==> src/rtl/agc_pkg.sv <==
// ============================================================================
// Module   : agc_pkg
// Purpose  : Shared AGC sample formats and the round/saturate helper.
// Revision : 1.0
// ============================================================================
`default_nettype none

package agc_pkg;

    localparam int W_IN     = 26;
    localparam int FRAC_IN  = 18;
    localparam int W_OUT    = 16;
    localparam int FRAC_OUT = 14;
    localparam int SHIFT    = FRAC_IN - FRAC_OUT;

    localparam logic signed [W_IN:0] SAT_MAX = (W_IN+1)'((1 << (W_OUT-1)) - 1);
    localparam logic signed [W_IN:0] SAT_MIN = (W_IN+1)'(-(1 << (W_OUT-1)));
    localparam logic signed [W_IN:0] RND_OFS = (W_IN+1)'(1 << (SHIFT-1));

    typedef struct packed {
        logic             sat;
        logic [W_OUT-1:0] data;
    } rs_t;

    // Round half up, computed one bit wider than the input so +offset cannot overflow.
    function automatic rs_t round_sat(input logic [W_IN-1:0] x);
        logic signed [W_IN:0] w_sum;
        logic signed [W_IN:0] w_r;
        rs_t                  res;
        w_sum    = $signed({x[W_IN-1], x}) + RND_OFS;
        w_r      = w_sum >>> SHIFT;
        res.sat  = 1'b0;
        res.data = w_r[W_OUT-1:0];
        if (w_r > SAT_MAX) begin
            res.sat  = 1'b1;
            res.data = SAT_MAX[W_OUT-1:0];
        end else if (w_r < SAT_MIN) begin
            res.sat  = 1'b1;
            res.data = SAT_MIN[W_OUT-1:0];
        end
        return res;
    endfunction

endpackage

`default_nettype wire

==> src/rtl/agc_stream_egress_if.sv <==
// ============================================================================
// Module   : agc_stream_egress_if
// Purpose  : AGC sample input, downstream valid/ready channel and statistics.
// Revision : 1.0
// ============================================================================
`default_nettype none

interface agc_stream_egress_if
    import agc_pkg::*;
#(
    parameter int DEPTH_LOG2 = 3,
    parameter int CNT_W      = 16
);
    logic                  s_agc_valid;
    logic [W_IN-1:0]       s_agc_dataI;
    logic [W_IN-1:0]       s_agc_dataQ;
    logic [W_OUT-1:0]      m_chans_dataI;
    logic [W_OUT-1:0]      m_chans_dataQ;
    logic                  m_chans_valid;
    logic                  m_chans_ready;
    logic                  clr_stats;
    logic [CNT_W-1:0]      sat_count;
    logic [CNT_W-1:0]      drop_count;
    logic                  overflow;
    logic [DEPTH_LOG2:0]   fifo_level;

    // Egress block side
    modport master (
        input  s_agc_valid, s_agc_dataI, s_agc_dataQ, m_chans_ready, clr_stats,
        output m_chans_dataI, m_chans_dataQ, m_chans_valid,
               sat_count, drop_count, overflow, fifo_level
    );

    // Producer/consumer side
    modport slave (
        output s_agc_valid, s_agc_dataI, s_agc_dataQ, m_chans_ready, clr_stats,
        input  m_chans_dataI, m_chans_dataQ, m_chans_valid,
               sat_count, drop_count, overflow, fifo_level
    );
endinterface

`default_nettype wire

==> src/rtl/agc_sync_fifo.sv <==
// ============================================================================
// Module   : agc_sync_fifo
// Purpose  : Synchronous FIFO with wrap-bit pointers; head read from storage.
// Revision : 1.0
// ============================================================================
`default_nettype none

module agc_sync_fifo #(
    parameter int WIDTH      = 32,
    parameter int DEPTH_LOG2 = 3
) (
    input  wire logic                  clk,
    input  wire logic                  rst,
    input  wire logic                  i_push,
    input  wire logic [WIDTH-1:0]      i_wdata,
    input  wire logic                  i_pop,
    output logic      [WIDTH-1:0]      o_rdata,
    output logic                       o_full,
    output logic                       o_empty,
    output logic      [DEPTH_LOG2:0]   o_level
);
    localparam int DEPTH = 2 ** DEPTH_LOG2;

    logic [WIDTH-1:0]    r_mem [DEPTH];
    logic [DEPTH_LOG2:0] r_wr_ptr;
    logic [DEPTH_LOG2:0] r_rd_ptr;
    logic                w_do_pop;
    logic                w_do_push;

    assign o_empty   = (r_wr_ptr == r_rd_ptr);
    assign o_full    = (r_wr_ptr[DEPTH_LOG2] != r_rd_ptr[DEPTH_LOG2]) &&
                       (r_wr_ptr[DEPTH_LOG2-1:0] == r_rd_ptr[DEPTH_LOG2-1:0]);
    assign o_level   = r_wr_ptr - r_rd_ptr;
    assign o_rdata   = r_mem[r_rd_ptr[DEPTH_LOG2-1:0]];
    assign w_do_pop  = i_pop & ~o_empty;
    // A pop in the same cycle frees the slot, so a full FIFO still accepts.
    assign w_do_push = i_push & (~o_full | w_do_pop);

    always_ff @(posedge clk or posedge rst) begin
        if (rst) begin
            r_wr_ptr <= '0;
            r_rd_ptr <= '0;
            for (int i = 0; i < DEPTH; i++) begin
                r_mem[i] <= '0;
            end
        end else begin
            if (w_do_push) begin
                r_mem[r_wr_ptr[DEPTH_LOG2-1:0]] <= i_wdata;
                r_wr_ptr                        <= r_wr_ptr + 1'b1;
            end
            if (w_do_pop) begin
                r_rd_ptr <= r_rd_ptr + 1'b1;
            end
        end
    end
endmodule

`default_nettype wire

==> src/rtl/agc_stream_egress.sv <==
// ============================================================================
// Module   : agc_stream_egress
// Purpose  : Rounds/saturates AGC output to (16,14), buffers it, keeps stats.
// Revision : 1.0
// ============================================================================
`default_nettype none

module agc_stream_egress
    import agc_pkg::*;
#(
    parameter int DEPTH_LOG2 = 3,
    parameter int CNT_W      = 16
) (
    input  wire logic            clk,
    input  wire logic            rst,
    agc_stream_egress_if.master  bus
);
    logic             r_st1_valid;
    logic             r_st1_sat;
    logic [W_OUT-1:0] r_st1_i;
    logic [W_OUT-1:0] r_st1_q;
    logic [CNT_W-1:0] r_sat_count;
    logic [CNT_W-1:0] r_drop_count;
    logic             r_overflow;

    rs_t                   w_rs_i;
    rs_t                   w_rs_q;
    logic [2*W_OUT-1:0]    w_head;
    logic                  w_full;
    logic                  w_empty;
    logic                  w_pop;
    logic                  w_drop;
    logic [DEPTH_LOG2:0]   w_level;

    assign w_rs_i = round_sat(bus.s_agc_dataI);
    assign w_rs_q = round_sat(bus.s_agc_dataQ);

    always_ff @(posedge clk or posedge rst) begin
        if (rst) begin
            r_st1_valid <= 1'b0;
            r_st1_sat   <= 1'b0;
            r_st1_i     <= '0;
            r_st1_q     <= '0;
        end else begin
            r_st1_valid <= bus.s_agc_valid;
            r_st1_sat   <= w_rs_i.sat | w_rs_q.sat;
            r_st1_i     <= w_rs_i.data;
            r_st1_q     <= w_rs_q.data;
        end
    end

    assign w_pop  = ~w_empty & bus.m_chans_ready;
    assign w_drop = r_st1_valid & w_full & ~w_pop;

    agc_sync_fifo #(
        .WIDTH      (2*W_OUT),
        .DEPTH_LOG2 (DEPTH_LOG2)
    ) u_fifo (
        .clk     (clk),
        .rst     (rst),
        .i_push  (r_st1_valid),
        .i_wdata ({r_st1_i, r_st1_q}),
        .i_pop   (w_pop),
        .o_rdata (w_head),
        .o_full  (w_full),
        .o_empty (w_empty),
        .o_level (w_level)
    );

    // Clear wins over any increment landing in the same cycle.
    always_ff @(posedge clk or posedge rst) begin
        if (rst) begin
            r_sat_count  <= '0;
            r_drop_count <= '0;
            r_overflow   <= 1'b0;
        end else if (bus.clr_stats) begin
            r_sat_count  <= '0;
            r_drop_count <= '0;
            r_overflow   <= 1'b0;
        end else begin
            if (r_st1_valid && r_st1_sat && (r_sat_count != '1)) begin
                r_sat_count <= r_sat_count + 1'b1;
            end
            if (w_drop) begin
                r_overflow <= 1'b1;
                if (r_drop_count != '1) begin
                    r_drop_count <= r_drop_count + 1'b1;
                end
            end
        end
    end

    assign bus.m_chans_dataI = w_head[2*W_OUT-1:W_OUT];
    assign bus.m_chans_dataQ = w_head[W_OUT-1:0];
    assign bus.m_chans_valid = ~w_empty;
    assign bus.fifo_level    = w_level;
    assign bus.sat_count     = r_sat_count;
    assign bus.drop_count    = r_drop_count;
    assign bus.overflow      = r_overflow;
endmodule

`default_nettype wire

==> src/flat_wrapper.sv <==
// flat-port wrapper written by rule: the top's interface ports become plain ports
module agc_stream_egress_flat import agc_pkg::*;
#(
    parameter int DEPTH_LOG2 = 3,
    parameter int CNT_W      = 16
)
  (clk, rst, bus_s_agc_valid, bus_s_agc_dataI, bus_s_agc_dataQ, bus_m_chans_ready, bus_clr_stats, bus_m_chans_dataI, bus_m_chans_dataQ, bus_m_chans_valid, bus_sat_count, bus_drop_count, bus_overflow, bus_fifo_level);
  agc_stream_egress_if #(.DEPTH_LOG2(DEPTH_LOG2), .CNT_W(CNT_W)) bus_i ();
  input  wire logic clk;
  input  wire logic rst;
  input wire logic [$bits(bus_i.s_agc_valid)-1:0] bus_s_agc_valid;
  input wire logic [$bits(bus_i.s_agc_dataI)-1:0] bus_s_agc_dataI;
  input wire logic [$bits(bus_i.s_agc_dataQ)-1:0] bus_s_agc_dataQ;
  input wire logic [$bits(bus_i.m_chans_ready)-1:0] bus_m_chans_ready;
  input wire logic [$bits(bus_i.clr_stats)-1:0] bus_clr_stats;
  output wire logic [$bits(bus_i.m_chans_dataI)-1:0] bus_m_chans_dataI;
  output wire logic [$bits(bus_i.m_chans_dataQ)-1:0] bus_m_chans_dataQ;
  output wire logic [$bits(bus_i.m_chans_valid)-1:0] bus_m_chans_valid;
  output wire logic [$bits(bus_i.sat_count)-1:0] bus_sat_count;
  output wire logic [$bits(bus_i.drop_count)-1:0] bus_drop_count;
  output wire logic [$bits(bus_i.overflow)-1:0] bus_overflow;
  output wire logic [$bits(bus_i.fifo_level)-1:0] bus_fifo_level;
  assign bus_i.s_agc_valid = bus_s_agc_valid;
  assign bus_i.s_agc_dataI = bus_s_agc_dataI;
  assign bus_i.s_agc_dataQ = bus_s_agc_dataQ;
  assign bus_i.m_chans_ready = bus_m_chans_ready;
  assign bus_i.clr_stats = bus_clr_stats;
  assign bus_m_chans_dataI = bus_i.m_chans_dataI;
  assign bus_m_chans_dataQ = bus_i.m_chans_dataQ;
  assign bus_m_chans_valid = bus_i.m_chans_valid;
  assign bus_sat_count = bus_i.sat_count;
  assign bus_drop_count = bus_i.drop_count;
  assign bus_overflow = bus_i.overflow;
  assign bus_fifo_level = bus_i.fifo_level;
  agc_stream_egress #(.DEPTH_LOG2(DEPTH_LOG2), .CNT_W(CNT_W)) u_core (.clk(clk), .rst(rst), .bus(bus_i));
endmodule
==> config.mk <==
export PLATFORM = sky130hd
export DESIGN_NAME = agc_stream_egress_flat
export DESIGN_NICKNAME = d
export VERILOG_FILES = /design/src/rtl/agc_pkg.sv /design/src/rtl/agc_stream_egress_if.sv /design/src/rtl/agc_sync_fifo.sv /design/src/rtl/agc_stream_egress.sv /design/src/flat_wrapper.sv
export SDC_FILE = /design/constraint.sdc
export NUM_CORES = 1
export LEC_CHECK = 0
export CORE_AREA = 2 2 192 194
export CTS_CLUSTER_DIAMETER = 30
export DETAILED_ROUTE_END_ITERATION = 16
export DIE_AREA = 0 0 194 196
export MAX_ROUTING_LAYER = met4
export SLEW_MARGIN = 20
export SYNTH_ARGS = -nofsm -noshare
export SYNTH_HDL_FRONTEND = slang
export SYNTH_SLANG_ARGS = --single-unit
export TNS_END_PERCENT = 50
==> constraint.sdc <==
create_clock -name clk -period 25.3 [get_ports clk]
set_input_delay 5.06 -clock clk [delete_from_list [all_inputs] [get_ports clk]]
set_output_delay 5.06 -clock clk [all_outputs]
set_load 0.05 [all_outputs]
# --- Word-level counts from Yosys, hierarchy flattened ---
# Cells that the tools add are included.
word_totals:
  reg_bits: 331
  output_inout_bits: 70
op_classes:
  n_reduce_logical: 8
  bitwise_logic: 12
  add_sub_neg: 7
  eq_ne: 5
  muxes: 17
  n_lt_le_gt_ge: 7
op_table:
  columns: ["cell", "count"]
  rows:
  - ["$bwmux W256", 1]
  - ["$bmux W32 S3", 1]
  - ["$demux W32 S3", 1]
  - ["$mux W32", 3]
  - ["$mux W16", 5]
  - ["$mux W17", 4]
  - ["$add A26 B5 Y27 const B", 2]
  - ["$gt A23 B16 Y1 const B", 2]
  - ["$lt A23 B16 Y1 const B", 2]
  - ["$add A16 B1 Y16 const B", 2]
  - ["$ne A16 B16 Y1 const B", 2]
  - ["$add A4 B1 Y4 const B", 2]
  - ["$ge A4 B4 Y1 const B", 2]
  - ["$not A3 Y4", 2]
  - ["$reduce_bool A2 Y1", 3]
  - ["$and A1 B1 Y1", 5]
  - ["$eq A4 B4 Y1", 1]
  - ["$logic_and A1 B1 Y1", 4]
  - ["$lt A4 B1 Y1 const B", 1]
  - ["$sub A4 B4 Y4", 1]
  - ["$eq A3 B3 Y1", 1]
  - ["$not A1 Y1", 3]
  - ["$mux W1", 2]
  - ["$or A1 B1 Y1", 2]
  - ["2 further kinds", 2]

# --- Depth between registers and ports, before layout ---
depth:
  depth_word: 7
  depth_mapped: 10
  ltp_nobuf: 8

# --- Cells and area by module ---
# From an unflattened synthesis, not the netlist that was laid out.
hier_totals:
  hier_cells: 1184
  hier_area_um2: 15756.4
by_module_without_submodules:
  columns: ["mod", "cells_each", "area_per_inst_um2", "instances"]
  rows:
  - ["agc_sync_fifo", 781, 12004.0, 1]
  - ["agc_stream_egress", 403, 3752.3, 1]

# --- Worst setup path before layout ---
# OpenSTA, ideal clock, no wires.
synth_path:
  path_kind: "register -> output"
  from: "reg u_core.u_fifo.r_rd_ptr[1]"
  to: "out bus_fifo_level[3]"
  required_ns: 20.240
  t_arrival_ns: 2.423
  path_slack_ns: 17.817
  path_stages_with_launch: 8
  cell_sequence: "dfrtp_1 buf_1 clkbuf_1 inv_1 ha_1 a21o_1 a21oi_1 xnor2_1"
synth_via:
  elab_chain_len: 1
synth_lines:
  columns: ["item", "line_no", "text"]
  rows:
  - ["start, declared", "agc_sync_fifo.sv:26", "logic [DEPTH_LOG2:0] r_rd_ptr;"]
  - ["start signal, assigned", "agc_sync_fifo.sv:52", "r_rd_ptr <= r_rd_ptr + 1'b1;"]
  - ["$sub A4 B4 Y4", "agc_sync_fifo.sv:33", "assign o_level = r_wr_ptr - r_rd_ptr;"]
  - ["end, declared", "flat_wrapper.sv:22", "output wire logic [$bits(bus_i.fifo_level)-1:0] bus_fifo_level;"]
# Every way passes these cells.

# --- Final worst setup path ---
layout_path:
  from: "reg u_core.u_fifo.r_rd_ptr[0]"
  to: "out bus_fifo_level[1]"
# Same word-level chain as after synthesis.

==> results.toml <==
[synth]
synth_top_family_by_area = "multiplexers"
seq_area_frac_synth = 0.5202
synth-edff-count = 0
synth_area_mm2 = 0.01592
ys_warn_count = 0
synth_area_per_cell_um2 = 13.25
yosys.area_share.xor_xnor = 0.03788
ys_ff_latch = 331
synth_compound_area_frac = 0.03843
synth_nets = 1269
synth-simple-area-share = 0.09855
synth_cell_type_count = 67
dominantRegCellSynth = "dfrtp_1"
syn_inst = 1202
async_flop_share = 1.000
synth_mux_area_frac = 0.2749
synth_fa_ha_area_frac = 0.008330

[critical_path]
r2r-start = "u_core.u_fifo.r_rd_ptr[1]$_DFFE_PP0P_"
reg2reg_to = "u_core.u_fifo.r_mem[207]$_DFFE_PP0P_"
worst_ep_required_time_ps = 20240
crit_path_end_kind = "primary output"
cp.arrival_ps = 3890
path_class = "reg -> out"
reg2reg_setup_slack_ps = 20640
worstPathMaxFanout = 41
startpoint_type = "flip-flop"
r2r_cells = 9

[floorplanning]
die_h_um = 196
die_area_mm2 = 0.03802
rows = 70
pin_count = 127
die_w_um = 194
start_util = 0.4412
core_mm2 = 0.03608

[global_route]
track_usage = 0.2058
grt_start_max_net_pins = 119
grt_pass1_vias = 10926
gr-total-overflow = 0
antenna_found_initial = 2
grt_pass1_wl_mm = 59.92

[detailed_routing]
routed_wl_mm = 36.66
avgRoutedWirePerCell_um = 19.57
drt_first_pass_iters = 5
num_vias = 10194
ant_nets = 0
drc_errors = 0
vias_per_cell = 5.443
first_iter_violations = 522

[layout]
fin_cells = 1873
syn_to_final_growth_pct = 25.61
fin_util = 0.5542
diodes = 0
final_nets = 1419
layout-drive-gt1-share = 0.3523

[place]
port_buffers = 120
dp_slack_ps = 16810
dp.cells = 1746
dp_hpwl_mm = 22.40
gp_congestion = 0.9175

[timing]
min_period_over_period = 0.3536
tns_ps = 0
rsz0062_at_grt = "false"
period_minus_slack_ps = 8947
skew_ps = 21.23
setup_slack_ps = 16350
tightest_slew_ps = 1001
maxSlewHeadroom = 0.3310
final-setup-viol-count = 0
hold_violations = 0
fmax_mhz = 111.8
slew_viol_final = 0

[cts]
cts_tree = "built"
ctsResizeCount = 0
clkLatencyLatePin_ps = 550
clock_sinks = 331
ctsHoldBuffers = 0
cts_buffers = 71
path_clk_slew_ps = 40
h-tree-depth = 3
cts_max_path_buffers = 3
cts_setup_buffers = 0
cts_root_buf = "clkbuf_16"

[min_path]
min_to = "u_core.u_fifo.r_rd_ptr[3]$_DFFE_PP0P_"
holdPathStages = 1
hold_start = "u_core.u_fifo.r_rd_ptr[3]$_DFFE_PP0P_"
hp-class = "reg -> reg"

[power_and_ir_drop]
leakagePower_nw = 8.437
p_per_area_mw_per_mm2 = 144.5
ir_worst_vdd_uv = 103.7
p_total_mw = 2.889

[flow_run]
drv_cap = 0

[status]
status = "complete, no violations"
-- cell usage after synthesis (all sizes together), types with 2 or more instances --
cell type / number / area (um^2)
inv: 15 / 56.30
nand4b: 2 / 17.52
nand3: 31 / 155.2
a311oi: 2 / 35.04
o211ai: 3 / 22.52
xor2: 37 / 331.6
buf: 42 / 221.5
a21oi: 12 / 71.32
o21ai: 20 / 107.6
a31oi: 3 / 25.02
nor3b: 2 / 20.02
a21o: 2 / 15.01
or3: 3 / 18.77
nand2b: 4 / 25.02
xnor2: 31 / 271.5
nor2: 55 / 206.5
dfrtp: 331 / 8283
nor4: 6 / 37.54
or4: 2 / 18.77
nor3: 7 / 46.30
ha: 9 / 112.6
or2: 3 / 18.77
mux2: 258 / 2905
a32oi: 2 / 17.52
o2111ai: 2 / 17.52
o31ai: 15 / 193.9
nand4: 27 / 181.4
clkbuf: 18 / 67.56
nor2b: 2 / 12.51
mux4: 64 / 1441
and3: 19 / 118.9
and2: 6 / 37.54
mux2i: 3 / 30.03
and4: 13 / 121.4
nand2: 137 / 514.2
-- how the worst max path moves through the flow --
stage                                          start                                   end  slack, ps
6_report       u_core.u_fifo.r_rd_ptr[0]$_DFFE_PP0P_                     bus_fifo_level[1]      16350
5_1_grt        u_core.u_fifo.r_rd_ptr[0]$_DFFE_PP0P_                     bus_fifo_level[1]      16050
4_1_cts        u_core.u_fifo.r_rd_ptr[0]$_DFFE_PP0P_                     bus_fifo_level[1]      16220
3_5_place_dp   u_core.u_fifo.r_rd_ptr[0]$_DFFE_PP0P_                     bus_fifo_level[1]      16810
3_3_place_gp   u_core.u_fifo.r_rd_ptr[0]$_DFFE_PP0P_                     bus_fifo_level[1]      16790
2_1_floorplan                                    rst  u_core.bus.drop_count[0]$_DFFE_PP0P_      11070
-- power by group --
group / internal [mW] / switching [mW] / leakage (nW) / total [mW]
sequential: 0.748 / 0.134 / 4.00 / 0.882
clock: 0.630 / 0.284 / 1.18 / 0.914
combinational: 0.521 / 0.572 / 3.25 / 1.09
total: 1.90 / 0.990 / 8.44 / 2.89
-- through the flow --
stage / cell area (um^2) / hold WS, ps
2_1_floorplan: 15920 / 461.9
5_1_grt: 20000 / 505.7
3_5_place_dp: 17560 / 483.3
3_3_place_gp: 17560 / 474.5
4_1_cts: 19970 / 492.3
6_report: 20000 / 489.3
-- final cells by class --
cell class                 count  area (um^2)
clock inverter                34        391.6
tap                          468        585.6
clock buffer                  92         2018
multi-input combinational    796         7303
sequential                   331         8288
inverter                      15        63.81
fill                        3034        16090
timing repair buffer         137         1349
-- cells by family (layout without fill, tap and decap cells) --
| kind of cell | Yosys count | count (layout) |
|---|---|---|
| flops | 331 | 331 |
| mux | 325 | 325 |
| simple gates | 321 | 321 |
| buf+inv | 75 | 278 |
| compound gates | 72 | 72 |
| xor+xnor | 68 | 68 |
| fa+ha+maj | 10 | 10 |
-- state kept, by name, indices dropped and copies added (netlist names) --
| name | flops |
|---|---|
| u_core.u_fifo.r_mem | 256 |
| u_core.bus.drop_count | 16 |
| u_core.bus.sat_count | 16 |
| u_core.r_st1_i | 16 |
| u_core.r_st1_q | 16 |
| u_core.u_fifo.r_rd_ptr | 4 |
| u_core.u_fifo.r_wr_ptr | 4 |
| u_core.bus.overflow | 1 |
| u_core.r_st1_sat | 1 |
| u_core.r_st1_valid | 1 |
-- per-layer routing --
| layer | part of all wire | vias up | GRT usage |
|---|---|---|---|
| li1 | - | 4704 | - |
| met1 | 0.46 | 5231 | 0.2725 |
| met2 | 0.48 | 210 | 0.3273 |
| met3 | 0.044 | 49 | 0.03851 |
| met4 | 0.016 | 0 | 0.05724 |
| met5 | 0 | - | - |
-- critical path, cell delays in order, from the launching register on --
cell             delay (ps)
dfrtp_4                 790
buf_4                   780
ha_1                    330
fa_1                    420
inv_1                   180
clkdlybuf4s50_1         840
-- cell usage in the layout, fill, tap and decap left out, types with 9 or more instances in the layout --
cell type	instances
dfrtp_1	329
mux2_2	258
nand2_1	137
clkdlybuf4s50_1	120
clkbuf_16	73
mux4_2	64
nor2_1	55
xor2_1	36
xnor2_1	31
nand3_1	29
nand4_1	25
and3_1	19
buf_4	16
inv_1	14
clkinv_2	13
clkbuf_8	12
and4_1	10
a21oi_1	9
o21ai_0	9
o21ai_1	9
ha_1	9
Power figures use the tool's default switching activity.
